[config.mk]
export PLATFORM = sky130hd
export DESIGN_NAME = stitch_acc_offload
export DESIGN_NICKNAME = d
export VERILOG_FILES = /design/src/rtl/snitch_pkg.sv /design/src/rtl/stitch_int_scoreboard.sv /design/src/rtl/stitch_acc_offload.sv
export SDC_FILE = /design/constraint.sdc
export NUM_CORES = 1
export LEC_CHECK = 0
export BUFFER_PORTS_ARGS = -buffer_cell sky130_fd_sc_hd__buf_2
export CAP_MARGIN = 20
export CORE_AREA = 3 3 234 236
export DETAILED_ROUTE_END_ITERATION = 8
export DIE_AREA = 0 0 237 239
export PLACE_DENSITY_LB_ADDON = 0.08
export SETUP_SLACK_MARGIN = 0.1
export SLEW_MARGIN = 20
export SYNTH_ARGS = -nofsm -noshare
export SYNTH_HDL_FRONTEND = slang
export SYNTH_SLANG_ARGS = --single-unit
[constraint.sdc]
create_clock -name clk_i -period 13.4 [get_ports clk_i]
set_input_delay 0.67 -clock clk_i [delete_from_list [all_inputs] [get_ports clk_i]]
set_output_delay 0.67 -clock clk_i [all_outputs]
set_load 0.01 [all_outputs]
[src/rtl/snitch_pkg.sv]
// Shared accelerator-offload types.
// Request bundle and destination address enum used by the issuer.
package snitch_pkg;

    localparam int unsigned AccAddrWidth = 48;
    localparam int unsigned AccDataWidth = 64;

    typedef enum logic [1:0] {
        FP_SS         = 2'd0,
        SHARED_MULDIV = 2'd1,
        DMA_SS        = 2'd2,
        INT_SS        = 2'd3
    } acc_addr_e;

    typedef struct packed {
        acc_addr_e                 addr;
        logic [4:0]                id;
        logic [31:0]               data_op;
        logic [AccDataWidth-1:0]   data_arga;
        logic [AccDataWidth-1:0]   data_argb;
        logic [AccAddrWidth-1:0]   data_argc;
    } acc_req_t;

endpackage

[src/rtl/stitch_int_scoreboard.sv]
// Integer-register scoreboard for offloaded results.
// Tracks busy destinations, in-flight count and stray responses.
module stitch_int_scoreboard
    import snitch_pkg::*;
#(
    parameter int unsigned MaxOutstanding = 4,
    localparam int unsigned CntWidth = $clog2(MaxOutstanding + 1)
) (
    input  logic                clk_i,
    input  logic                rst_ni,
    input  logic                set_en,
    input  logic [4:0]          set_rd,
    input  logic                clr_en,
    input  logic [4:0]          clr_rd,
    output logic                full,
    output logic [31:0]         busy,
    output logic [CntWidth-1:0] count,
    output logic                unexpected
);

    logic [31:0]         busy_q, busy_d;
    logic [CntWidth-1:0] cnt_q, cnt_d;
    logic                unexp_q;
    logic                bad_rsp;
    logic                clr_ok;

    // A response is only legal if something is outstanding and its
    // destination (other than x0) is still marked busy.
    assign bad_rsp = clr_en &
        ((cnt_q == '0) | ((clr_rd != 5'd0) & ~busy_q[clr_rd]));
    assign clr_ok  = clr_en & ~bad_rsp;

    assign full       = (cnt_q == CntWidth'(MaxOutstanding));
    assign busy       = busy_q;
    assign count      = cnt_q;
    assign unexpected = unexp_q;

    always_comb begin
        busy_d = busy_q;
        if (clr_ok) begin
            busy_d[clr_rd] = 1'b0;
        end
        if (set_en && (set_rd != 5'd0)) begin
            busy_d[set_rd] = 1'b1;
        end
        busy_d[0] = 1'b0;
    end

    always_comb begin
        cnt_d = cnt_q;
        unique case (1'b1)
            (set_en & ~clr_ok): cnt_d = cnt_q + 1'b1;
            (clr_ok & ~set_en): cnt_d = cnt_q - 1'b1;
            default:            cnt_d = cnt_q;
        endcase
    end

    always_ff @(posedge clk_i or negedge rst_ni) begin
        if (!rst_ni) begin
            busy_q  <= '0;
            cnt_q   <= '0;
            unexp_q <= 1'b0;
        end else begin
            busy_q  <= busy_d;
            cnt_q   <= cnt_d;
            unexp_q <= unexp_q | bad_rsp;
        end
    end

endmodule

[src/rtl/stitch_acc_offload.sv]
// Core-side issuer for the accelerator offload interface.
// Single-entry request stage plus pass-through response path.
module stitch_acc_offload
    import snitch_pkg::*;
#(
    parameter int unsigned AddrWidth      = 48,
    parameter int unsigned DataWidth      = 64,
    parameter int unsigned MaxOutstanding = 4,
    parameter acc_addr_e   DstAddr        = FP_SS
) (
    input  logic                 clk_i,
    input  logic                 rst_ni,
    input  logic                 core_valid_i,
    output logic                 core_ready_o,
    input  logic [31:0]          core_op_i,
    input  logic [DataWidth-1:0] core_arga_i,
    input  logic [DataWidth-1:0] core_argb_i,
    input  logic [AddrWidth-1:0] core_argc_i,
    input  logic                 core_wb_i,
    input  logic [4:0]           core_rd_i,
    output logic [31:0]          busy_o,
    output acc_addr_e            oup_qaddr_o,
    output logic [4:0]           oup_qid_o,
    output logic [31:0]          oup_qdata_op_o,
    output logic [DataWidth-1:0] oup_qdata_arga_o,
    output logic [DataWidth-1:0] oup_qdata_argb_o,
    output logic [AddrWidth-1:0] oup_qdata_argc_o,
    output logic                 oup_qvalid_o,
    input  logic                 oup_qready_i,
    input  logic [4:0]           inp_pid_i,
    input  logic [DataWidth-1:0] inp_pdata_i,
    input  logic                 inp_perror_i,
    input  logic                 inp_pvalid_i,
    output logic                 inp_pready_o,
    output logic                 wb_valid_o,
    input  logic                 wb_ready_i,
    output logic [4:0]           wb_rd_o,
    output logic [DataWidth-1:0] wb_data_o,
    output logic                 wb_error_o,
    output logic                 unexpected_rsp_o,
    output logic                 idle_o
);

    localparam int unsigned CntWidth = $clog2(MaxOutstanding + 1);

    acc_req_t            req_q;
    logic                req_valid_q;
    logic                stall;
    logic                core_hs;
    logic                rsp_hs;
    logic                full;
    logic [31:0]         busy;
    logic [CntWidth-1:0] out_cnt;

    assign stall = core_valid_i & core_wb_i & (busy[core_rd_i] | full);
    assign core_ready_o = (~req_valid_q | oup_qready_i) & ~stall;
    assign core_hs = core_valid_i & core_ready_o;
    assign rsp_hs  = inp_pvalid_i & wb_ready_i;

    always_ff @(posedge clk_i or negedge rst_ni) begin
        if (!rst_ni) begin
            req_valid_q <= 1'b0;
        end else if (core_hs) begin
            req_valid_q <= 1'b1;
        end else if (oup_qready_i) begin
            req_valid_q <= 1'b0;
        end
    end

    // Payload is never reset: it is only observed while valid is high.
    always_ff @(posedge clk_i) begin
        if (core_hs) begin
            req_q.addr      <= DstAddr;
            req_q.id        <= core_rd_i;
            req_q.data_op   <= core_op_i;
            req_q.data_arga <= AccDataWidth'(core_arga_i);
            req_q.data_argb <= AccDataWidth'(core_argb_i);
            req_q.data_argc <= AccAddrWidth'(core_argc_i);
        end
    end

    assign oup_qvalid_o     = req_valid_q;
    assign oup_qaddr_o      = req_q.addr;
    assign oup_qid_o        = req_q.id;
    assign oup_qdata_op_o   = req_q.data_op;
    assign oup_qdata_arga_o = req_q.data_arga[DataWidth-1:0];
    assign oup_qdata_argb_o = req_q.data_argb[DataWidth-1:0];
    assign oup_qdata_argc_o = req_q.data_argc[AddrWidth-1:0];

    assign wb_valid_o   = inp_pvalid_i;
    assign inp_pready_o = wb_ready_i;
    assign wb_rd_o      = inp_pid_i;
    assign wb_data_o    = inp_pdata_i;
    assign wb_error_o   = inp_perror_i;

    stitch_int_scoreboard #(
        .MaxOutstanding(MaxOutstanding)
    ) u_sb (
        .clk_i      (clk_i),
        .rst_ni     (rst_ni),
        .set_en     (core_hs & core_wb_i),
        .set_rd     (core_rd_i),
        .clr_en     (rsp_hs),
        .clr_rd     (inp_pid_i),
        .full       (full),
        .busy       (busy),
        .count      (out_cnt),
        .unexpected (unexpected_rsp_o)
    );

    assign busy_o = busy;
    assign idle_o = ~req_valid_q & (out_cnt == '0);

    ap_max_out: assert property (@(posedge clk_i) MaxOutstanding >= 1);

    ap_stable: assert property (@(posedge clk_i) disable iff (!rst_ni)
        (oup_qvalid_o & ~oup_qready_i) |=>
        (oup_qvalid_o & (req_q == $past(req_q))));

endmodule

After elaboration in Yosys (flattened, before gate mapping)
Index checks and enable logic that the tools add are counted.
{ "totals": {"output_inout_bits": 323, "elab_cells": 62, "regBits": 249} }
{ "classes": {"reduce_logical": 8, "mux": 13, "n_addsub": 2, "bitwise_logic": 25, "order_cmp": 4, "eq_ne": 1} }
{ "op_table": {"columns": ["op", "n"], "rows": [
  ["32-bit two-way mux", 2],
  ["32-bit bitwise AND", 1],
  ["32-bit inverter", 1],
  ["32-bit bitwise OR", 1],
  ["1-bit bitwise AND", 12],
  ["5-bit by 6-bit < comparator with 1-bit output, second input constant", 2],
  ["1-bit binary-select mux with 5-bit select", 2],
  ["1-bit demux with 5-bit select", 2],
  ["5-bit by 1-bit >= comparator with 1-bit output, second input constant", 2],
  ["5-bit nonzero test", 2],
  ["1-bit two-way mux", 6],
  ["1-bit inverter", 6],
  ["3-bit one-hot mux with 2 select lines", 1],
  ["1-bit bitwise OR", 4],
  ["2-bit nonzero test", 2],
  ["3-bit by 1-bit adder with 3-bit output, second input constant", 1],
  ["3-bit equality test, second input constant", 1],
  ["1-bit logical AND", 3],
  ["3-bit logical NOT", 1],
  ["3-bit by 1-bit subtractor with 3-bit output, second input constant", 1]
]} }

Logic depth before layout (Yosys ltp)
{ "logic_depth": {"ltp_word": 11, "mapped_depth": 14} }

Hierarchy
From an unflattened synthesis, not the netlist that was laid out.
{ "hier_totals": {"hier_cells": 589, "hier_area_um2": 9589.2} }
{ "by_module_without_submodules": {"columns": ["mod", "area_per_inst_um2", "cells_per_inst", "seq_area_each_um2", "instances"], "rows": [
  ["stitch_acc_offload", 7358.3, 328, 6421.2, 1],
  ["stitch_int_scoreboard", 2230.9, 261, 875.8, 1]
]} }

Worst setup path after synthesis
Ideal clock, no wire load.
{ "synth_timing": {"path_type": "input -> register", "startpoint": "in core_rd_i[0]", "endpoint": "reg req_q (netlist bit oup_qdata_arga_o[0]), enable pin", "slack_ns": 0.146, "cell_stages": 6, "arrival_ns": 12.397, "path_buffers": 1, "cell_sequence": "clkbuf_8 -> mux4_1 -> a32oi_1 -> nand3_1 -> or3_2 -> a21oi_1"} }
{ "synth_between": {"elab_chain_cells": 7} }
{ "synth_rtl": {"columns": ["element", "line", "text"], "rows": [
  ["start, declared", "stitch_acc_offload.sv:20", "input logic [4:0] core_rd_i,"],
  ["1-bit binary-select mux with 5-bit select", "stitch_acc_offload.sv:55", "assign stall = core_valid_i & core_wb_i & (busy[core_rd_i] | full);"],
  ["1-bit two-way mux (implied by the code)", "stitch_acc_offload.sv:55", null],
  ["1-bit bitwise OR", "stitch_acc_offload.sv:55", null],
  ["1-bit bitwise AND", "stitch_acc_offload.sv:55", null],
  ["1-bit inverter", "stitch_acc_offload.sv:56", "assign core_ready_o = (~req_valid_q | oup_qready_i) & ~stall;"],
  ["1-bit bitwise AND", "stitch_acc_offload.sv:56", null],
  ["1-bit bitwise AND", "stitch_acc_offload.sv:57", "assign core_hs = core_valid_i & core_ready_o;"],
  ["net core_hs", "stitch_acc_offload.sv:49", "logic core_hs;"],
  ["end, declared", "stitch_acc_offload.sv:46", "acc_req_t req_q;"]
]} }
The timed path passes the listed nets, and every way through them passes these cells. The select of a mux whose other input is x is not followed.
A chain may end at the register's enable or synchronous reset.

Worst setup path in the final report
{ "layout_timing": {"startpoint": "in core_rd_i[0]", "endpoint": "reg req_q (netlist bit oup_qdata_arga_o[30]), enable pin"} }
The elaborated chain is that of the path after synthesis.

==> impl_metrics.toml <==
[sta]
finalCriticalPeriod_ns = 4.573
clock_skew_ns = 0.009613
worstMarginPinSlew_ns = 1.046
period_share = 0.3412
fmax_ghz = 0.2187
rsz0062_at_grt = "no"
hold_viol_final = 0
fin_tns_setup_ns = 0
max-slew-margin-rel = 0.3025
setup_viol_count_final = 0
drv_slew = 0

[yosys]
yosysTopAreaCell = "edfxtp_1"
synth.distinct_cells = 52
async_flop_share = 0.1446
synthAdderAreaFrac = 0.003493
synth_most_common_cell = "edfxtp_1"
synth_area_leaders = "edfxtp_1 (69%), dfrtp_1 (9.7%), buf_4 (6.1%)"
synth-xor-area-share = 0.002821
synth_ff_type = "edfxtp_1"
synth-simple-area-share = 0.04152
synth_compound_area_frac = 0.05562
synthCells = 519
synth_top_area_frac = 0.6868
synthTopCellsByCount = "edfxtp_1 (213), buf_4 (76), dfrtp_1 (36)"
synth_top_family_by_area = "buffers and inverters"
synthMuxAreaShare = 0.03748
yosysWarnings = 0
seq_area_frac_synth = 0.7836
ys_ff_latch = 249
synthesis.area_um2 = 9313
syn_area_per_cell_um2 = 17.94
synth-edff-count = 213

[cells_and_area]
drive_above_1_share = 0.5638
final_nets = 1241
stdcell_count = 1664
syn2layout_area_growth_pct = 40.08
fillCellCount = 5591

[floorplanning]
start_util = 0.1769
fp.dieH_um = 239
dieArea_um2 = 56640
dieWidth_um = 237
fp.coreArea_um2 = 52660
num_rows = 84
boundaryPins = 613

[critical_path]
cpMostUsedCell = "buf_4"
cp-end-kind = "register"
timing.rr.end = "oup_qdata_arga_o[30]"
worst-endpoint-arrival_ns = 4.72
crit_path_top_delay_cell = "buf_4"
startpoint_type = "primary input"
cp-startpoint = "core_rd_i[0]"
rrSetupSlack_ns = 8.98
critPathMaxFanout = 74
r2r-start = "u_sb.busy[20]"
crit_chain = "buf_2 -> mux4_1 -> nand2b_1 -> o311ai_0 -> or3_2 -> a21oi_4 -> buf_4 -> buf_4"
slowest_delay_ns = 0.81
path_class = "in2reg"
worstPathRequired_ns = 13.55
reg2reg_depth = 7

[routing]
drcViolationCount = 0
via_per_inst = 3.831
initialDrtViolationCount = 341
wl_per_cell_um = 24.28
num_vias = 6374
dr.pass1.iters = 4
drtAntennaViolNets = 0
drt-total-wl_um = 40400

[power_and_ir_drop]
p_leak_nw = 5.379
peakVddDrop_mv = 0.06303
power_density_nw_per_um2 = 169.1

[clock_tree]
numCtsBuffers = 34
cts.clk_slew.worst_paths_ns = 0.06
root_buffer = "clkbuf_16"
cts_tree = "done"
postCtsHoldBufs = 0
cts_sinks = 249
clkLatencyLatePin_ns = 0.52
clockBufferDepth = 3
cts_resized = 0
htree_levels = 2
postCtsSetupBuffers = 0

[grt]
grt_pass1_wl_um = 54000
grt_pass1_vias = 6578
grt.total_usage = 0.1353
antenna_found_initial = 17
grt_max_degree = 75
overflow = 0

[place]
portBuffers = 479
gp_congestion = 0.7839
dp.cells = 1601
dp.final_hpwl_um = 31590

[status]
status = "complete, no violations"

[min_path]
hp-class = "in2async"

[run]
cap_violations = 0
[routing by layer]
metal	vias up	global-route usage	wire length (um)
li1	2798	-	-
met1	3122	0.1345	13600
met2	373	0.2464	21160
met3	61	0.07626	4867
met4	20	0.02840	622
met5	-	0	155
[registers in the layout, summed over array words and instances, names as in the netlist]
register	flops
u_sb.count	3
oup_qdata_argb_o	64
u_sb.busy	31
oup_qdata_op_o	32
oup_qdata_arga_o	64
oup_qid_o	5
oup_qvalid_o	1
u_sb.unexpected	1
oup_qdata_argc_o	48
[where the power goes]
part | internal, mW | switching [mW] | total [mW]
logic | 0.116 | 0.205 | 0.321
registers | 0.949 | 0.0387 | 0.988
clock network | 0.552 | 0.345 | 0.898
[critical path: cells and delay by family]
family          cells  cell delay (ns)
buf+inv             3             1.83
compound gates      2             0.78
simple gates        2             0.72
mux                 1             0.59
[area by class of cell]
cell class / instances / area, um2 / share of cell area
Sequential cell: 249 / 7297 / 0.5594
Timing Repair Buffer: 483 / 2427 / 0.1861
Multi-Input combinational cell: 176 / 1339 / 0.1026
Clock buffer: 39 / 890.9 / 0.06829
Tap cell: 688 / 860.8 / 0.06599
Clock inverter: 20 / 201.4 / 0.01544
Inverter: 5 / 18.77 / 0.001439
Antenna cell: 4 / 10.01 / 0.0007673
[cells in the final DEF (no fill, tap or decap), types with 3 or more instances in the layout]
cell,n
dfrtp_1,36
buf_2,479
mux4_1,4
or3_1,5
clkbuf_1,4
edfxtp_1,213
buf_4,4
mux2i_1,12
nand3_1,12
inv_1,5
mux2_2,3
nor2b_1,3
diode_2,4
conb_1,3
mux4_2,4
nand2b_1,5
nor2_1,10
nand3b_1,3
clkbuf_16,35
clkinv_1,6
o21ai_0,31
o31ai_1,31
a32oi_1,3
bufinv_16,4
clkinv_2,7
nand2_1,11
[metrics by stage]
| stage | util | hold WS (ns) | total power, mW | cell area, um2 | setup slack [ns] |
|---|---|---|---|---|---|
| 5_1_grt | 0.2476 | 0.2870 | 2.316 | 13040 | 8.490 |
| 6_report | 0.2477 | 0.3224 | 2.206 | 13050 | 8.827 |
| 4_1_cts | 0.2476 | 0.2808 | 2.264 | 13040 | 8.695 |
| 3_3_place_gp | 0.2268 | 0.4897 | 1.342 | 11940 | 8.100 |
| 3_5_place_dp | 0.2268 | 0.4742 | 1.336 | 11940 | 8.141 |
| 2_1_floorplan | - | 0.3744 | 1.197 | 9320 | 0.1464 |
[cell families (layout without fill, tap and decap cells)]
group,after synthesis,after routing
muxes,23,23
AOI/OAI and AO/OA,79,79
other,1,7
DFF,249,249
adders and majority gates,2,2
and+or+nand+nor,66,66
xor gates and xnor gates,3,3
buffers and inverters,96,547
[worst max-delay path by stage]
| stage | slack, ns | to | depth (start not counted) |
|---|---|---|---|
| 3_3_place_gp | 8.10 | oup_qdata_arga_o[30] | 8 |
| 6_report | 8.83 | oup_qdata_arga_o[30] | 8 |
| 2_1_floorplan | 0.15 | oup_qdata_arga_o[0] | 6 |
| 4_1_cts | 8.69 | oup_qdata_arga_o[30] | 8 |
| 3_5_place_dp | 8.14 | oup_qdata_arga_o[30] | 8 |
| 5_1_grt | 8.49 | oup_qdata_argc_o[22] | 8 |
Note: power is estimated with default switching activity, not from simulation.
